`src/rtl/led_pkg.sv`:
```
// led_pkg: shared types and defaults for the WS2812 LED output path.
// Holds the TX FSM states, default timing and colour expansion.
package led_pkg;

   typedef enum logic [1:0] {
      IDLE,
      BIT,
      GAP
   } tx_state_t;

   localparam int N_LED_D  = 8;
   localparam int MEAN_W_D = 4;
   localparam int T_BIT_D  = 63;
   localparam int T0H_D    = 20;
   localparam int T1H_D    = 40;
   localparam int T_RST_D  = 2500;

   typedef struct packed {
      logic [7:0] g;
      logic [7:0] r;
      logic [7:0] b;
   } grb_t;

   // Replicates the w-bit mean (right-aligned in m) to fill 8 bits.
   function automatic logic [7:0] expand_mean(
      input logic [7:0] m,
      input int         w
   );
      logic [7:0] c;
      c = '0;
      for (int i = 0; i < 8; i++)
         c[3'(7 - i)] = m[3'(w - 1 - (i % w))];
      return c;
   endfunction

endpackage

```
`src/rtl/ws2812_bit_gen.sv`:
```
// ws2812_bit_gen: one WS2812 bit cell, high T0H/T1H then low to T_BIT.
// dout is registered and reflects the count for the coming cycle.
module ws2812_bit_gen #(
   parameter int T_BIT = 63,
   parameter int T0H   = 20,
   parameter int T1H   = 40
) (
   input  logic clk,
   input  logic rst,
   input  logic run,
   input  logic bit_start,
   input  logic bit_val,
   output logic dout,
   output logic bit_last
);

   localparam int CW = $clog2(T_BIT);
   localparam logic [CW-1:0] LAST = CW'(T_BIT - 1);
   localparam logic [CW-1:0] HI0  = CW'(T0H);
   localparam logic [CW-1:0] HI1  = CW'(T1H);

   logic [CW-1:0] bit_cnt;
   logic [CW-1:0] cnt_nx;
   logic [CW-1:0] hi_time;

   // Next position in the bit cell and the high time of this bit.
   always_comb begin
      cnt_nx  = bit_start ? '0 : bit_cnt + 1'b1;
      hi_time = bit_val ? HI1 : HI0;
   end

   // Cell counter and the registered line level.
   always_ff @(posedge clk) begin
      if (rst) begin
         bit_cnt <= '0;
         dout    <= 1'b0;
      end else begin
         bit_cnt <= run ? cnt_nx : '0;
         dout    <= run && (cnt_nx < hi_time);
      end
   end

   assign bit_last = (bit_cnt == LAST);

endmodule

```
`src/rtl/ws2812_tx.sv`:
```
// ws2812_tx: snapshots per-zone RGB means and serialises them as GRB
// WS2812 frames, with one pending frame and a latch gap after each.
module ws2812_tx
   import led_pkg::*;
#(
   parameter int N_LED  = N_LED_D,
   parameter int MEAN_W = MEAN_W_D,
   parameter int T_BIT  = T_BIT_D,
   parameter int T0H    = T0H_D,
   parameter int T1H    = T1H_D,
   parameter int T_RST  = T_RST_D
) (
   input  logic                           clk,
   input  logic                           rst,
   input  logic                           start_i,
   input  logic [N_LED-1:0][MEAN_W-1:0]   MeanR,
   input  logic [N_LED-1:0][MEAN_W-1:0]   MeanG,
   input  logic [N_LED-1:0][MEAN_W-1:0]   MeanB,
   output logic                           led_dout,
   output logic                           busy,
   output logic                           done_o
);

   localparam int LW = (N_LED > 1) ? $clog2(N_LED) : 1;
   localparam int RW = (T_RST > 1) ? $clog2(T_RST) : 1;
   localparam logic [4:0]    LAST_BIT = 5'd23;
   localparam logic [LW-1:0] LAST_LED = LW'(N_LED - 1);
   localparam logic [RW-1:0] LAST_RST = RW'(T_RST - 1);

   typedef logic [N_LED-1:0][MEAN_W-1:0] means_t;

   tx_state_t     state, state_nx;
   logic [4:0]    bit_idx, bit_nx;
   logic [LW-1:0] led_idx, led_nx;
   logic [RW-1:0] rst_cnt, rst_nx;

   means_t act_r, act_g, act_b;
   means_t pend_r, pend_g, pend_b;
   means_t src_r, src_g, src_b;
   means_t nx_r, nx_g, nx_b;
   logic   pending;
   logic   take_in;
   logic   load_act;

   logic gen_start, gen_run, gen_last, bit_val;
   logic busy_nx, done_nx;
   grb_t word;

   // Next-state, counter advance and bit selection for the coming cycle.
   always_comb begin
      take_in   = (state == IDLE) || start_i;
      src_r     = take_in ? MeanR : pend_r;
      src_g     = take_in ? MeanG : pend_g;
      src_b     = take_in ? MeanB : pend_b;
      state_nx  = state;
      bit_nx    = bit_idx;
      led_nx    = led_idx;
      rst_nx    = rst_cnt;
      load_act  = 1'b0;
      gen_start = 1'b0;
      unique case (state)
         IDLE: begin
            if (start_i) begin
               state_nx  = BIT;
               load_act  = 1'b1;
               gen_start = 1'b1;
               bit_nx    = '0;
               led_nx    = '0;
            end
         end
         BIT: begin
            if (gen_last) begin
               if (bit_idx != LAST_BIT) begin
                  bit_nx    = bit_idx + 1'b1;
                  gen_start = 1'b1;
               end else if (led_idx != LAST_LED) begin
                  bit_nx    = '0;
                  led_nx    = led_idx + 1'b1;
                  gen_start = 1'b1;
               end else begin
                  state_nx = GAP;
                  rst_nx   = '0;
               end
            end
         end
         GAP: begin
            if (rst_cnt == LAST_RST) begin
               if (pending || start_i) begin
                  state_nx  = BIT;
                  load_act  = 1'b1;
                  gen_start = 1'b1;
                  bit_nx    = '0;
                  led_nx    = '0;
               end else begin
                  state_nx = IDLE;
               end
            end else begin
               rst_nx = rst_cnt + 1'b1;
            end
         end
         default: state_nx = IDLE;
      endcase
      nx_r    = load_act ? src_r : act_r;
      nx_g    = load_act ? src_g : act_g;
      nx_b    = load_act ? src_b : act_b;
      word    = '0;
      word.g  = expand_mean(8'(nx_g[led_nx]), MEAN_W);
      word.r  = expand_mean(8'(nx_r[led_nx]), MEAN_W);
      word.b  = expand_mean(8'(nx_b[led_nx]), MEAN_W);
      bit_val = word[LAST_BIT - bit_nx];
      gen_run = (state_nx == BIT);
      busy_nx = (state_nx != IDLE);
      done_nx = (state_nx == GAP) && (rst_nx == LAST_RST);
   end

   // FSM state, frame indices and registered status outputs.
   always_ff @(posedge clk) begin
      if (rst) begin
         state   <= IDLE;
         bit_idx <= '0;
         led_idx <= '0;
         rst_cnt <= '0;
         busy    <= 1'b0;
         done_o  <= 1'b0;
      end else begin
         state   <= state_nx;
         bit_idx <= bit_nx;
         led_idx <= led_nx;
         rst_cnt <= rst_nx;
         busy    <= busy_nx;
         done_o  <= done_nx;
      end
   end

   // A start outside IDLE parks one frame; loading it clears the flag.
   always_ff @(posedge clk) begin
      if (rst)
         pending <= 1'b0;
      else if (load_act)
         pending <= 1'b0;
      else if (start_i && (state != IDLE))
         pending <= 1'b1;
   end

   // Active and pending snapshots; newest start wins the pending slot.
   always_ff @(posedge clk) begin
      if (load_act) begin
         act_r <= src_r;
         act_g <= src_g;
         act_b <= src_b;
      end
      if (start_i && (state != IDLE) && !load_act) begin
         pend_r <= MeanR;
         pend_g <= MeanG;
         pend_b <= MeanB;
      end
   end

   ws2812_bit_gen #(
      .T_BIT (T_BIT),
      .T0H   (T0H),
      .T1H   (T1H)
   ) u_bit_gen (
      .clk       (clk),
      .rst       (rst),
      .run       (gen_run),
      .bit_start (gen_start),
      .bit_val   (bit_val),
      .dout      (led_dout),
      .bit_last  (gen_last)
   );

endmodule

```
`config.mk`:
```
export PLATFORM = sky130hd
export DESIGN_NAME = ws2812_tx
export DESIGN_NICKNAME = d
export VERILOG_FILES = /design/src/rtl/led_pkg.sv /design/src/rtl/ws2812_bit_gen.sv /design/src/rtl/ws2812_tx.sv
export SDC_FILE = /design/constraint.sdc
export NUM_CORES = 1
export LEC_CHECK = 0
export ABC_AREA = 1
export CAP_MARGIN = 20
export CORE_UTILIZATION = 50
export CTS_CLUSTER_DIAMETER = 200
export DETAILED_ROUTE_END_ITERATION = 6
export PLACE_DENSITY = 0.72
export SYNTH_ARGS = -nofsm -noshare
export SYNTH_HDL_FRONTEND = slang
export SYNTH_SLANG_ARGS = --single-unit
```
`constraint.sdc`:
```
create_clock -name clk -period 11.3 [get_ports clk]
set_clock_uncertainty 0.2 [all_clocks]
set_input_delay 3.39 -clock clk [delete_from_list [all_inputs] [get_ports clk]]
set_output_delay 3.39 -clock clk [all_outputs]
set_load 0.02 [all_outputs]
```
After elaboration in Yosys (flattened, before gate mapping)
Cells that the tools add are included.

Bits in registers: 224. Bits of input ports: 99. Output and inout port bits: 3. Word-level logic and storage cells: 137.

Add/subtract/negate cells: 5. Order comparisons: 3. Equal/unequal tests: 9. Muxes and demuxes: 50. Bitwise gates (word level): 1. Reductions and logical operators: 12.

Operators with widths (count): 2-to-1 mux 32 bit (6); 2-to-1 mux 12 bit (4); binary-select mux 4 bit (select 3 bit) (3); 2-to-1 mux 5 bit (6); equality test 12 bit, second input constant (2); case mux 12 bit (2 select lines) (1); 2-to-1 mux 3 bit (6); case mux 5 bit (3 select lines) (1); adder 12 x 1 -> 12 bit, second input constant (1); 2-to-1 mux 4 bit (3); 2-to-1 mux 6 bit (2); 2-to-1 mux 2 bit (5); case mux 3 bit (3 select lines) (1); 2-to-1 mux 1 bit (8); adder 6 x 1 -> 6 bit, second input constant (1); equality test 6 bit, second input constant (1); < comparator 5 x 6 -> 1 bit, second input constant (1); < comparator 6 bit (1); case mux 2 bit (3 select lines) (1); adder 5 x 1 -> 5 bit, second input constant (1); binary-select mux 1 bit (select 5 bit) (1); inequality test 5 bit, second input constant (1); subtractor 5 bit, first input constant (1); equality test 2 x 1 -> 1 bit, second input constant (2); other kinds (13) (20).

Longest topological paths before layout
Word-level depth: 12. Gate-level depth with buffers: 25. Gate-level depth less buffers: 23.

Hierarchy
Synthesis repeated with hierarchy kept, for this count alone.

Cell total of the unflattened synthesis: 1163. Area, all modules: 10257.3 um^2.

By module, submodules not included: ws2812_tx (times used 1, cells each 1103, area each 9823.2 um^2, sequential area each 5305.1 um^2); ws2812_bit_gen (times used 1, cells each 60, area each 434.2 um^2, sequential area each 140.1 um^2).

Worst setup path after synthesis
No wires, ideal clock.

Kind: input -> register. Start point: in start_i. End point: reg pend_b[0] in the netlist's numbering (enable). Setup time: 0.450 ns. Data arrival time: 6.084 ns. Required time: 10.650 ns. Path slack: 4.566 ns. Stages on the path: 8. Buffers on the path: 2. Cell sequence: or2_1 > nand4_4 > nand2_4 > inv_2 > buf_6 > buf_6 > nand2_1 > inv_1.

Cells in the longest elaborated chain, start to end: 6. Elaborated cells on any way between the ends: 8. Those cells by class: 4 x mux; 4 x reduce/logical.

Ends and longest elaborated chain: from (decl) (line ws2812_tx.sv:15) `input logic start_i,`; logical OR 1 bit (line ws2812_tx.sv:88) `if (pending || start_i) begin`; 2-to-1 mux 1 bit (line ws2812_tx.sv:88); 2-to-1 mux 1 bit (line ws2812_tx.sv:87) `if (rst_cnt == LAST_RST) begin`; case mux 1 bit (2 select lines) (line ws2812_tx.sv:61) `unique case (state)`; logical NOT 1 bit (line ws2812_tx.sv:152) `if (start_i && (state != IDLE) && !load_act) begin`; logical AND 1 bit (*) (line ws2812_tx.sv:152); to (signal assigned) (line ws2812_tx.sv:155) `pend_b <= MeanB;`; to (decl) (line ws2812_tx.sv:38) `means_t pend_r, pend_g, pend_b;`.

Every way passes the cells marked *; elsewhere a longest branch is shown, timed or not. A chain may end at the register's enable or synchronous reset.

Worst setup path after layout
Start point: in start_i. End point: reg u_bit_gen.dout.

Cells in the longest elaborated chain, start to end: 12. Elaborated cells on any way between the ends: 39. Those cells by class: 1 x add/sub; 1 x order compare; 1 x eq/ne; 33 x mux; 3 x reduce/logical.

Ends and longest elaborated chain: logical OR 1 bit (line ws2812_tx.sv:88); 2-to-1 mux 1 bit (line ws2812_tx.sv:88); 2-to-1 mux 1 bit (line ws2812_tx.sv:87); case mux 1 bit (2 select lines) (line ws2812_tx.sv:61); 2-to-1 mux 32 bit; binary-select mux 4 bit (select 3 bit) (on tied branches) (line ws2812_tx.sv:109, ws2812_tx.sv:107, ws2812_tx.sv:108); 2-to-1 mux 4 bit (on tied branches) (line ws2812_tx.sv:109, ws2812_tx.sv:107, ws2812_tx.sv:108); binary-select mux 1 bit (select 5 bit) (line ws2812_tx.sv:110) `bit_val = word[LAST_BIT - bit_nx];`; 2-to-1 mux 1 bit (implied by the code) (line ws2812_tx.sv:110); 2-to-1 mux 6 bit (line ws2812_bit_gen.sv:29) `hi_time = bit_val ? HI1 : HI0;`; < comparator 6 bit (line ws2812_bit_gen.sv:39) `dout <= run && (cnt_nx < hi_time);`; logical AND 1 bit (*) (line ws2812_bit_gen.sv:39); to (signal assigned) (line ws2812_bit_gen.sv:39); to (decl) (line ws2812_bit_gen.sv:13) `output logic dout,`.

Every way passes the cells marked *; elsewhere a longest branch is shown, timed or not. The select of a mux whose other input is x is not followed.

==> results list <==
- The number of nets handed over by synthesis was between 1,000 and 1,500.
* Most frequently used flop master after synthesis: sky130_fd_sc_hd__dfxtp_1
* Number of vias per cell after detailed routing: 5.25
- Hold Worst Slack: roughly 0.25 ns
- Layout net count: 1,310
- Arr. time, crit path: 7.51 ns
- Overall die width: 144 um
- Clock latency at the later pin of the worst-skew pair: ~0.52 ns
* Synth area leaders: sky130_fd_sc_hd__edfxtp_1 29%, sky130_fd_sc_hd__dfxtp_1 26%, sky130_fd_sc_hd__nand2_1 12%, sky130_fd_sc_hd__nand3_1 6.1%, sky130_fd_sc_hd__mux2_2 4.0%
- Across every metal layer, demand over resource in global routing totals between 20% and 30%.
* Async set or reset register ratio after synthesis: 0%
- The critical path is of the primary input to flop type.
* Power share of the sequential group: roughly 47%
- Largest net degree at the start of global routing: 80
- Worst vdd rail ir drop: roughly 0.12 mV
- Setup bufs post-CTS: 0
* Top cell types by occurrence after synthesis: 309 x sky130_fd_sc_hd__nand2_1, 128 x sky130_fd_sc_hd__dfxtp_1, 123 x sky130_fd_sc_hd__nand3_1
* Mapped Area: 10,000 sq um
- Number of synthesized flops with an enable pin: 96
- STA puts the critical path data required time at ~12 ns.
- Num CTS Buffers: 24
- Portion of the clock cycle consumed by the worst path in the final layout: 64.3%
* Max Transition Viols Final: 0
- Delay of the slowest critical-path stage: 0.84 ns
* DIE AREA: 20,600 sq um
- Final critical-path required period: 7.27 ns
- CTS saw about 220 sinks.
- Of all nets on the critical path, the largest fanout is between 50 and 60.
* Buffers and inverters on the worst path: 2
- Type of element launching the critical path: primary input
* Slew @ Worst Pin: approximately 0.95 ns
- The number of different library cells used by synthesis comes to between 40 and 50.
- Yosys warning count: 0
- In the final layout, the share of cells above drive strength 1 is between 8 and 9%.
- Net switching is 23.3% of the power.
- The share of synthesized area in the top cell type comes to around 29%.
- Per report_power, the combinational group accounts for ~11% of the total.
* Die height: ~140 um
- The count of nets left with antenna violations once routing finished came out at 0.
* Core area: roughly 20,000 sq um
* Combined area of the multi-input logic cells: roughly 4000 sq um
- Vias in the first global route: around 7,500
- IO Port Bufs: between 100 and 150
- Worst relative slew slack: a little over a third
- Average wire length per cell after detail routing: ~15 um
* I/O pin total: slightly above 100
* CTS resizes: 0
* Count of standard-cell rows: about 50
- The synthesized design spends more area on one cell type than any other, namely sky130_fd_sc_hd__edfxtp_1.
- Internal power: 1520 uW
- Max Root-Sink Buffers: 3
* Total chip power: a little under 2000 uW
- Clock transition at the registers of the reported paths: ~0.060 ns
- GPL Wtd Cong: 0.875
- Counting the fill cells in the layout gives roughly 1,700.
- CTS built an H-tree with a depth of 1.
* Mean Syn Cell Area: roughly 9.0 sq um
* Status: complete, no violations
* LEAKAGE: around 0.0047 uW
- In this run the register-to-register setup slack is 6.70 ns.
* Ratio of total power to cell area: 165 nW/um^2
* Maximum capacitance violations: 0
* Cts-stage hold buffer count: 0
* First drt pass iteration count: 5
- The critical path goes through clkdlybuf4s50_1 -> or2_1 -> nand4_1 -> nand2_1 -> nand3_1 -> nand2_2 -> inv_2 -> nand2_1 -> nand3_1 -> nand3_1 -> nand2_1 -> nor2_1 -> nor2_1 -> nor2_1 -> nor2_1 -> nand2_2 -> ha_1 -> a21oi_1 -> nand2_1 -> a21oi_2.
* HP Class: flop to flop
* Drt initial violations: 500
- Type of element capturing the critical path: flop
* Root buf cell: sky130_fd_sc_hd__clkbuf_16
- Global routing finished with a remaining overflow of 0.
- CP max-delay cell: sky130_fd_sc_hd__inv_2
- For the final routed database, the setup TNS stands at 0 ns.
- Setup violations remaining at the end of the flow were counted as 0.
- Max Fclk: 138 MHz
- Relative to the synthesized area, the layout overhead comes to 19.7%.
- The first global-routing pass estimated 36.6 mm of wire.
- Per report_power, the clock group accounts for 41.6% of the total.
* Final wirelength: 22.3 mm
- After synthesis the netlist holds a flip-flop and latch count of 224.
- Library cell with the highest instance count after synthesis: sky130_fd_sc_hd__nand2_1
- Starting density of the core: 51.3%
* Worst path top cell family by delay: simple AND/OR/NAND/NOR gates
* Switch Pwr: between 400 and 500 uW
- For this run, design rule violations remaining after detail routing come to 0.
* Number of antenna repair diodes: 0
- Detailed placement finished with a half-perimeter wire length of about 15 mm.
* Part of the Yosys area used for sequential elements: roughly 54%
- The number of antenna violations at the first check in global routing is 0.
- Setup repair after global routing left no endpoint under its margin.
* Final hold violation count: 0
* Post-synthesis cell count: 1,118
- The final route contains between 7,000 and 8,000 vias.
* FF+latch area: approximately 5400 sq um
- CTS tree: built
[registers in the layout, summed over array words and instances, names as in the netlist, 2 cells and up]
name and count:
u_bit_gen.bit_cnt 6, pend_g 32, act_g 32, led_idx 3, act_b 32, state 2
pend_r 32, pend_b 32, bit_idx 5, act_r 32, rst_cnt 12
[per-layer routing]
| metal | vias up | wire (um) | track usage (%) | share of wire (%) |
|---|---|---|---|---|
| li1 | 3923 | - | - | - |
| met1 | 3638 | 10300 | 30.1 | 46 |
| met2 | 190 | 10600 | 37.7 | 48 |
| met3 | 30 | 1020 | 3.17 | 4.6 |
| met4 | 0 | 355 | 5.04 | 1.6 |
| met5 | - | 0 | 0 | 0 |
[stage by stage]
| stage | util, % | cell area, sq um | instances | setup WS [ns] |
|---|---|---|---|---|
| 6_report | 61.4 | 12000 | 1482 | 4.03 |
| 5_1_grt | 61.4 | 12000 | 1482 | 3.69 |
| 4_1_cts | 61.2 | 11900 | 1480 | 3.44 |
| 3_5_place_dp | 56.9 | 11100 | 1436 | 2.88 |
| 3_3_place_gp | 56.9 | 11100 | 1436 | 2.98 |
| 2_1_floorplan | - | 10000 | 1118 | 4.57 |
[path summary, 6_finish.rpt]
path | from | end | cells after the start
hold / removal | act_r[28] | act_r[28] | 2
setup / recovery | start_i | u_bit_gen.dout | 20
setup reg to reg | state[1] | u_bit_gen.dout | 20
hold reg to reg | act_r[28] | act_r[28] | 2
[cell families after synthesis]
| group | Yosys count | share of synthesized area, % |
|---|---|---|
| buf+inv | 139 | 6.25 |
| flops | 224 | 54.3 |
| mux | 69 | 7.34 |
| compound gates | 149 | 8.03 |
| fa+ha+maj | 12 | 1.50 |
| simple gates | 520 | 22.1 |
| xor+xnor | 5 | 0.437 |
[cell type report]
type | instances | area share (%)
well taps | 265 | 2.77
inverters | 85 | 2.68
clock buffers | 32 | 5.60
repair buffers | 109 | 9.27
flip-flops and latches | 224 | 45.4
multi-input cells | 755 | 32.9
clock inverters | 12 | 1.34
[power groups by stage]
stage	Clock, uW	Combinational [uW]	Sequential, uW
final	821	223	931
after global routing	866	250	937
after CTS	833	222	931
after detailed placement	0	220	948
after global placement	0	217	946
after floorplan	0	143	945
[cell usage in the layout, fill, tap and decap left out, types with 5 or more instances in the layout]
cell type	netlist	routed
sky130_fd_sc_hd__buf_4	7	5
sky130_fd_sc_hd__o21ai_1	38	38
sky130_fd_sc_hd__inv_1	80	79
sky130_fd_sc_hd__clkbuf_1	12	5
sky130_fd_sc_hd__dfxtp_1	128	128
sky130_fd_sc_hd__xor2_1	5	5
sky130_fd_sc_hd__clkdlybuf4s50_1	0	101
sky130_fd_sc_hd__mux2i_1	33	33
sky130_fd_sc_hd__clkbuf_16	0	25
sky130_fd_sc_hd__nand3_1	123	123
sky130_fd_sc_hd__mux2_2	36	36
sky130_fd_sc_hd__ha_1	12	12
sky130_fd_sc_hd__edfxtp_1	96	96
sky130_fd_sc_hd__a21oi_1	18	18
sky130_fd_sc_hd__nor2_1	62	62
sky130_fd_sc_hd__o21ai_0	74	74
sky130_fd_sc_hd__nand2_1	309	309
[worst register-to-register path, cell delays in order, from the launching register on]
cell and delay [ns]:
sky130_fd_sc_hd__dfxtp_1 0.33, sky130_fd_sc_hd__inv_1 0.10, sky130_fd_sc_hd__ha_1 0.35, sky130_fd_sc_hd__inv_1 0.13
sky130_fd_sc_hd__nor2_1 0.35, sky130_fd_sc_hd__a21o_1 0.23, sky130_fd_sc_hd__nand2_2 0.44, sky130_fd_sc_hd__inv_2 0.85
sky130_fd_sc_hd__nand2_1 0.20, sky130_fd_sc_hd__nand3_1 0.14, sky130_fd_sc_hd__nand3_1 0.14, sky130_fd_sc_hd__nand2_1 0.08
sky130_fd_sc_hd__nor2_1 0.05, sky130_fd_sc_hd__nor2_1 0.08, sky130_fd_sc_hd__nor2_1 0.05, sky130_fd_sc_hd__nor2_1 0.12
sky130_fd_sc_hd__nand2_2 0.09, sky130_fd_sc_hd__ha_1 0.30, sky130_fd_sc_hd__a21oi_1 0.14, sky130_fd_sc_hd__nand2_1 0.08
sky130_fd_sc_hd__a21oi_2 0.09
Power figures use the tool's default switching activity.
==> edit 1: new RTL, config.mk and constraints unchanged <==
Re-encode `tx_state_t` (3 states) as one-hot, 3 bits wide.
--- a/src/rtl/led_pkg.sv
+++ b/src/rtl/led_pkg.sv
@@ -2,10 +2,10 @@
 // Holds the TX FSM states, default timing and colour expansion.
 package led_pkg;
 
-   typedef enum logic [1:0] {
-      IDLE,
-      BIT,
-      GAP
+   typedef enum logic [2:0] {
+      IDLE = 3'b001,
+      BIT  = 3'b010,
+      GAP  = 3'b100
    } tx_state_t;
 
    localparam int N_LED_D  = 8;
Check against the original RTL: no difference found for any inputs over 10 cycles, from zero or initial values and one cycle with rst high; not proved beyond that.
==> edit 1 against the original RTL <==
Sequential cell count grew 1. Worst hold slack lost 0.0067 ns. Wire length grew 5.0%. Die area grew 1.3%. Largest cell class unchanged. Total power grew 12%. Setup slack gained 0.064 ns. Cell area shrank 0.18%. Area after synthesis grew 1.3%.
==> edit 1: results (changes against the original RTL) <==
first-pass GRT wire length=38700 um (+5.6%); nets=1404 (+7.2%); Clock Latency Late Sink=0.51 ns; post-synth cell types=39 (-19%); post-CTS sizing=0 (unchanged); critical-path maximum fanout=83 (+51%); Reg2Reg Setup Slack=6.69 ns (about the same); routability congestion estimate from global placement=0.845 (-3.4%); Peak VDD IR=0.108 mV (-12%); FF-to-FF Start=state[2]; WHS Endpoint=u_bit_gen.bit_cnt[0]; clock slew at reported path FFs=0.06 ns (about the same); RR Endpoint=u_bit_gen.dout; gr usage total=23.5% (+1.3 points); drt pass-1 iters=5 (unchanged); Post-synth EDFFs=96 (unchanged); Final setup viols=0 (unchanged); status=finished clean; fin. max-slew vios=0 (unchanged); synthesized net count=1331 (+8.3%); CTS H-tree lvls=1 (unchanged); number of routed nets with antenna violations=0 (unchanged); fillers=1725 (+0.41%); hold-critical path depth=1 (-1); Synth top cells by count=nand2_1 (456), nand3_1 (158), dfxtp_1 (129); R2R cell count=23 (+15%); hpwl dp=15500 um (+3.7%); number of diodes=0 (unchanged); Slew headroom=34.2% (-2.0 points); clock buffer count from CTS=23 (-4.2%); Syn. warnings=0 (unchanged); number of global-route vias before repair=7863 (+4.5%); via/cell ratio=5.21 (-0.80%); Synth area leaders=edfxtp_1 (28%), dfxtp_1 (25%), nand2_1 (17%), nand3_1 (7.8%), inv_1 (2.8%); DR iter-0 viols=661 (+32%); antenna violations before repair=0 (unchanged); largest net degree at the start of global routing=104 (+30%); Synth Flop Type=dfxtp_1; min-delay src=u_bit_gen.bit_cnt[0]; WP data arrival=7.45 ns (-0.06 ns); share of cells above drive strength 1=6.40% (-1.8 points); port bufs=101 (unchanged); Seq/Total Area, Yosys=53.8% (-0.53 points); Synth async-reset ratio=0% (unchanged); class of the worst hold path=flip-flop to flip-flop; clk buf depth=3 (unchanged); Leakage=5.24 nW (+13%); placed cell areas=11200 um^2 (+0.84%); per-cell routed wire length=14.8 um (-1.4%); post-CTS setup buffers=0 (unchanged)
==> edit 1: worst max-delay path, cell delays in order <==
cell	delay, ns
clkdlybuf4s50_1	0.49
inv_2	0.08
buf_4	0.46
nand2_4	0.60
buf_4	0.50
mux2i_1	0.16
o21ai_0	0.21
nand2_1	0.08
nand3_1	0.10
nand3_1	0.12
nand2_1	0.07
nor2_1	0.05
nor2_1	0.14
nor2_2	0.06
nor2_2	0.10
nand2_2	0.10
ha_1	0.32
a21oi_1	0.12
nand2_1	0.08
a21oi_2	0.09
==> edit 1: logic make-up after synthesis <==
group           share of synthesized area (%)
fa+ha+maj                               0.986
simple gates                             29.3
flops                                    53.8
buf+inv                                  6.76
compound gates                           6.09
mux                                      2.76
xor+xnor                                0.259
==> edit 1: layer usage <==
layer	vias up	wire length [um]	track usage [%]
li1	4165	-	-
met1	3800	10700	31.8
met2	210	10900	39.7
met3	44	1210	2.91
met4	0	590	6.59
met5	-	0	0
==> edit 1: where the power goes <==
part           internal, mW  leakage [nW]  switching, mW
registers              1.01          1.97         0.0376
clock network         0.452         0.374          0.308
logic                 0.148          2.90          0.252
total                  1.61          5.24          0.597
==> edit 1: cell type report <==
type / instances / area share, %
clock buffer: 32 / 5.51
sequential: 225 / 45.7
inverter: 84 / 2.65
clock inverter: 9 / 0.836
timing repair buffer: 109 / 8.95
multi-input combinational: 854 / 33.6
tap: 265 / 2.77
==> edit 1: worst max-delay path by stage <==
stage                     slack (ns)    start             end  cells after the start
after floorplan                 5.25  start_i       pend_b[0]                      4
after global placement          3.61  start_i  u_bit_gen.dout                     20
after detailed placement        3.58  start_i  u_bit_gen.dout                     20
after CTS                       4.09  start_i  u_bit_gen.dout                     20
after global routing            3.71  start_i  u_bit_gen.dout                     21
final                           4.10  start_i  u_bit_gen.dout                     20
==> edit 1: through the flow <==
stage	utilization, %	setup slack (ns)	hold WS [ns]	instances	total power, mW
6_report	60.7	4.10	0.241	1578	2.20
5_1_grt	60.7	3.71	0.263	1578	2.32
4_1_cts	60.7	4.09	0.246	1578	2.22
3_3_place_gp	56.9	3.61	0.225	1537	1.45
3_5_place_dp	56.9	3.58	0.230	1537	1.46
2_1_floorplan	-	5.25	0.216	1224	1.34
==> edit 2: new RTL, same flow settings <==
Without the edit above. Set the package constant `N_LED_D` to 16 (it was 8).
--- a/src/rtl/led_pkg.sv
+++ b/src/rtl/led_pkg.sv
@@ -8,7 +8,7 @@
       GAP
    } tx_state_t;
 
-   localparam int N_LED_D  = 8;
+   localparam int N_LED_D  = 16;
    localparam int MEAN_W_D = 4;
    localparam int T_BIT_D  = 63;
    localparam int T0H_D    = 20;
Interface: changed (resized MeanB, MeanG and MeanR); port bits go from 102 to 198. The function was not compared with the original's and may differ.
==> edit 2 against the original RTL <==
Largest cell class unchanged. Area after synthesis grew 78%. Non-clock buffer count increased by 102. Highest routed layer is now met5. Sequential cell count up 193. Worst hold slack worse by 0.0037 ns. Total power grew 81%. Wire length grew 97%. Critical path depth rose by 2. Cell area grew 78%. Die area grew 77%. Setup slack got worse by 0.47 ns. Utilization is 0.17 points lower.
==> edit 2: results (changes against the original RTL) <==
Synth Instances=1799 (+61%); WP data arrival=8.01 ns (+0.50 ns); clock buffer count from CTS=44 (+83%); Synth top cells by count=nand2_1 (515), dfxtp_1 (225), nand3_1 (209); Peak VDD IR=0.142 mV (+16%); combinational power=0.417 mW (+87%); status=finished clean; gr usage total=23.9% (+1.7 points); routability congestion estimate from global placement=0.834 (-4.7%); grt met2 use=37.0% (-0.77 points); Leakage=7.98 nW (+72%); Non-Filler Instances=2443 (+65%); DR iter-0 viols=999 (+100%); FF-to-FF Start=u_bit_gen.bit_cnt[0]; hpwl dp=28800 um (+92%); share of cells above drive strength 1=8.00% (-0.22 points); M3 GR Usage=4.37% (+1.2 points); R2R cell count=22 (+10%); nets=2159 (+65%); dpl ws=3.03 ns (+0.147 ns); Slew headroom=18.3% (-18 points); Clock Latency Late Sink=0.55 ns (+0.03 ns); synthesized net count=2006 (+63%); CTS H-tree lvls=2 (+1); via/cell ratio=5.38 (+2.4%); slowest stage delay, CP=0.90 ns (+0.06 ns); Slowest-stage cell, CP=buf_4; Comb power frac=11.6% (+0.3 points); Post-synth EDFFs=192 (+100%); Reg2Reg Setup Slack=6.25 ns (-0.45 ns)
[edit 2: layer usage]
metal  vias to the layer above  wire [um]
li1                       6500          -
met5                         -         13
met4                         2        824
met2                       386      19500
met3                        59       2970
met1                      6190      20500
[edit 2: how the worst max path moves through the flow]
stage / start / endpoint / slack [ns] / cells past startpoint
after detailed placement: start_i / u_bit_gen.dout / 3.03 / 22
after global placement: start_i / u_bit_gen.dout / 3.08 / 24
final: start_i / u_bit_gen.dout / 3.56 / 22
after CTS: start_i / u_bit_gen.dout / 3.55 / 22
after floorplan: start_i / pend_b[0] / 2.12 / 6
after global routing: start_i / u_bit_gen.dout / 3.13 / 22
[edit 2: cells by family after synthesis]
kind of cell | Yosys count | synth area share [%]
compound gates | 196 | 6.25
xor+xnor | 7 | 0.343
fa+ha+maj | 12 | 0.840
buf+inv | 166 | 4.99
flops | 417 | 57.4
mux | 192 | 11.0
simple gates | 809 | 19.1
[edit 2: worst reg2reg max path: stages (launching register included)]
cell and delay (ns):
dfxtp_1 0.34, inv_1 0.07, ha_1 0.15, nand3_1 0.07, nor2_1 0.62, nand4_1 0.16, nand2_1 0.17, inv_1 0.09
nor2_4 0.59, buf_4 0.71, nand2_1 0.21, nand3_1 0.14, nand3_1 0.09, nand3_1 0.17, nand3_1 0.11, nand3_1 0.11
nand2_1 0.11, a21oi_2 0.14, nand3_2 0.11, ha_1 0.31, a21oi_1 0.16, nand3_1 0.09, nor2_1 0.07
[edit 2: final cells by class]
cell class	count	share of cell area (%)
clock buffers	61	5.75
repair buffers	211	9.93
clock inverters	21	0.890
flip-flops and latches	417	48.1
multi-input cells	1216	31.6
well taps	455	2.66
inverters	62	1.12
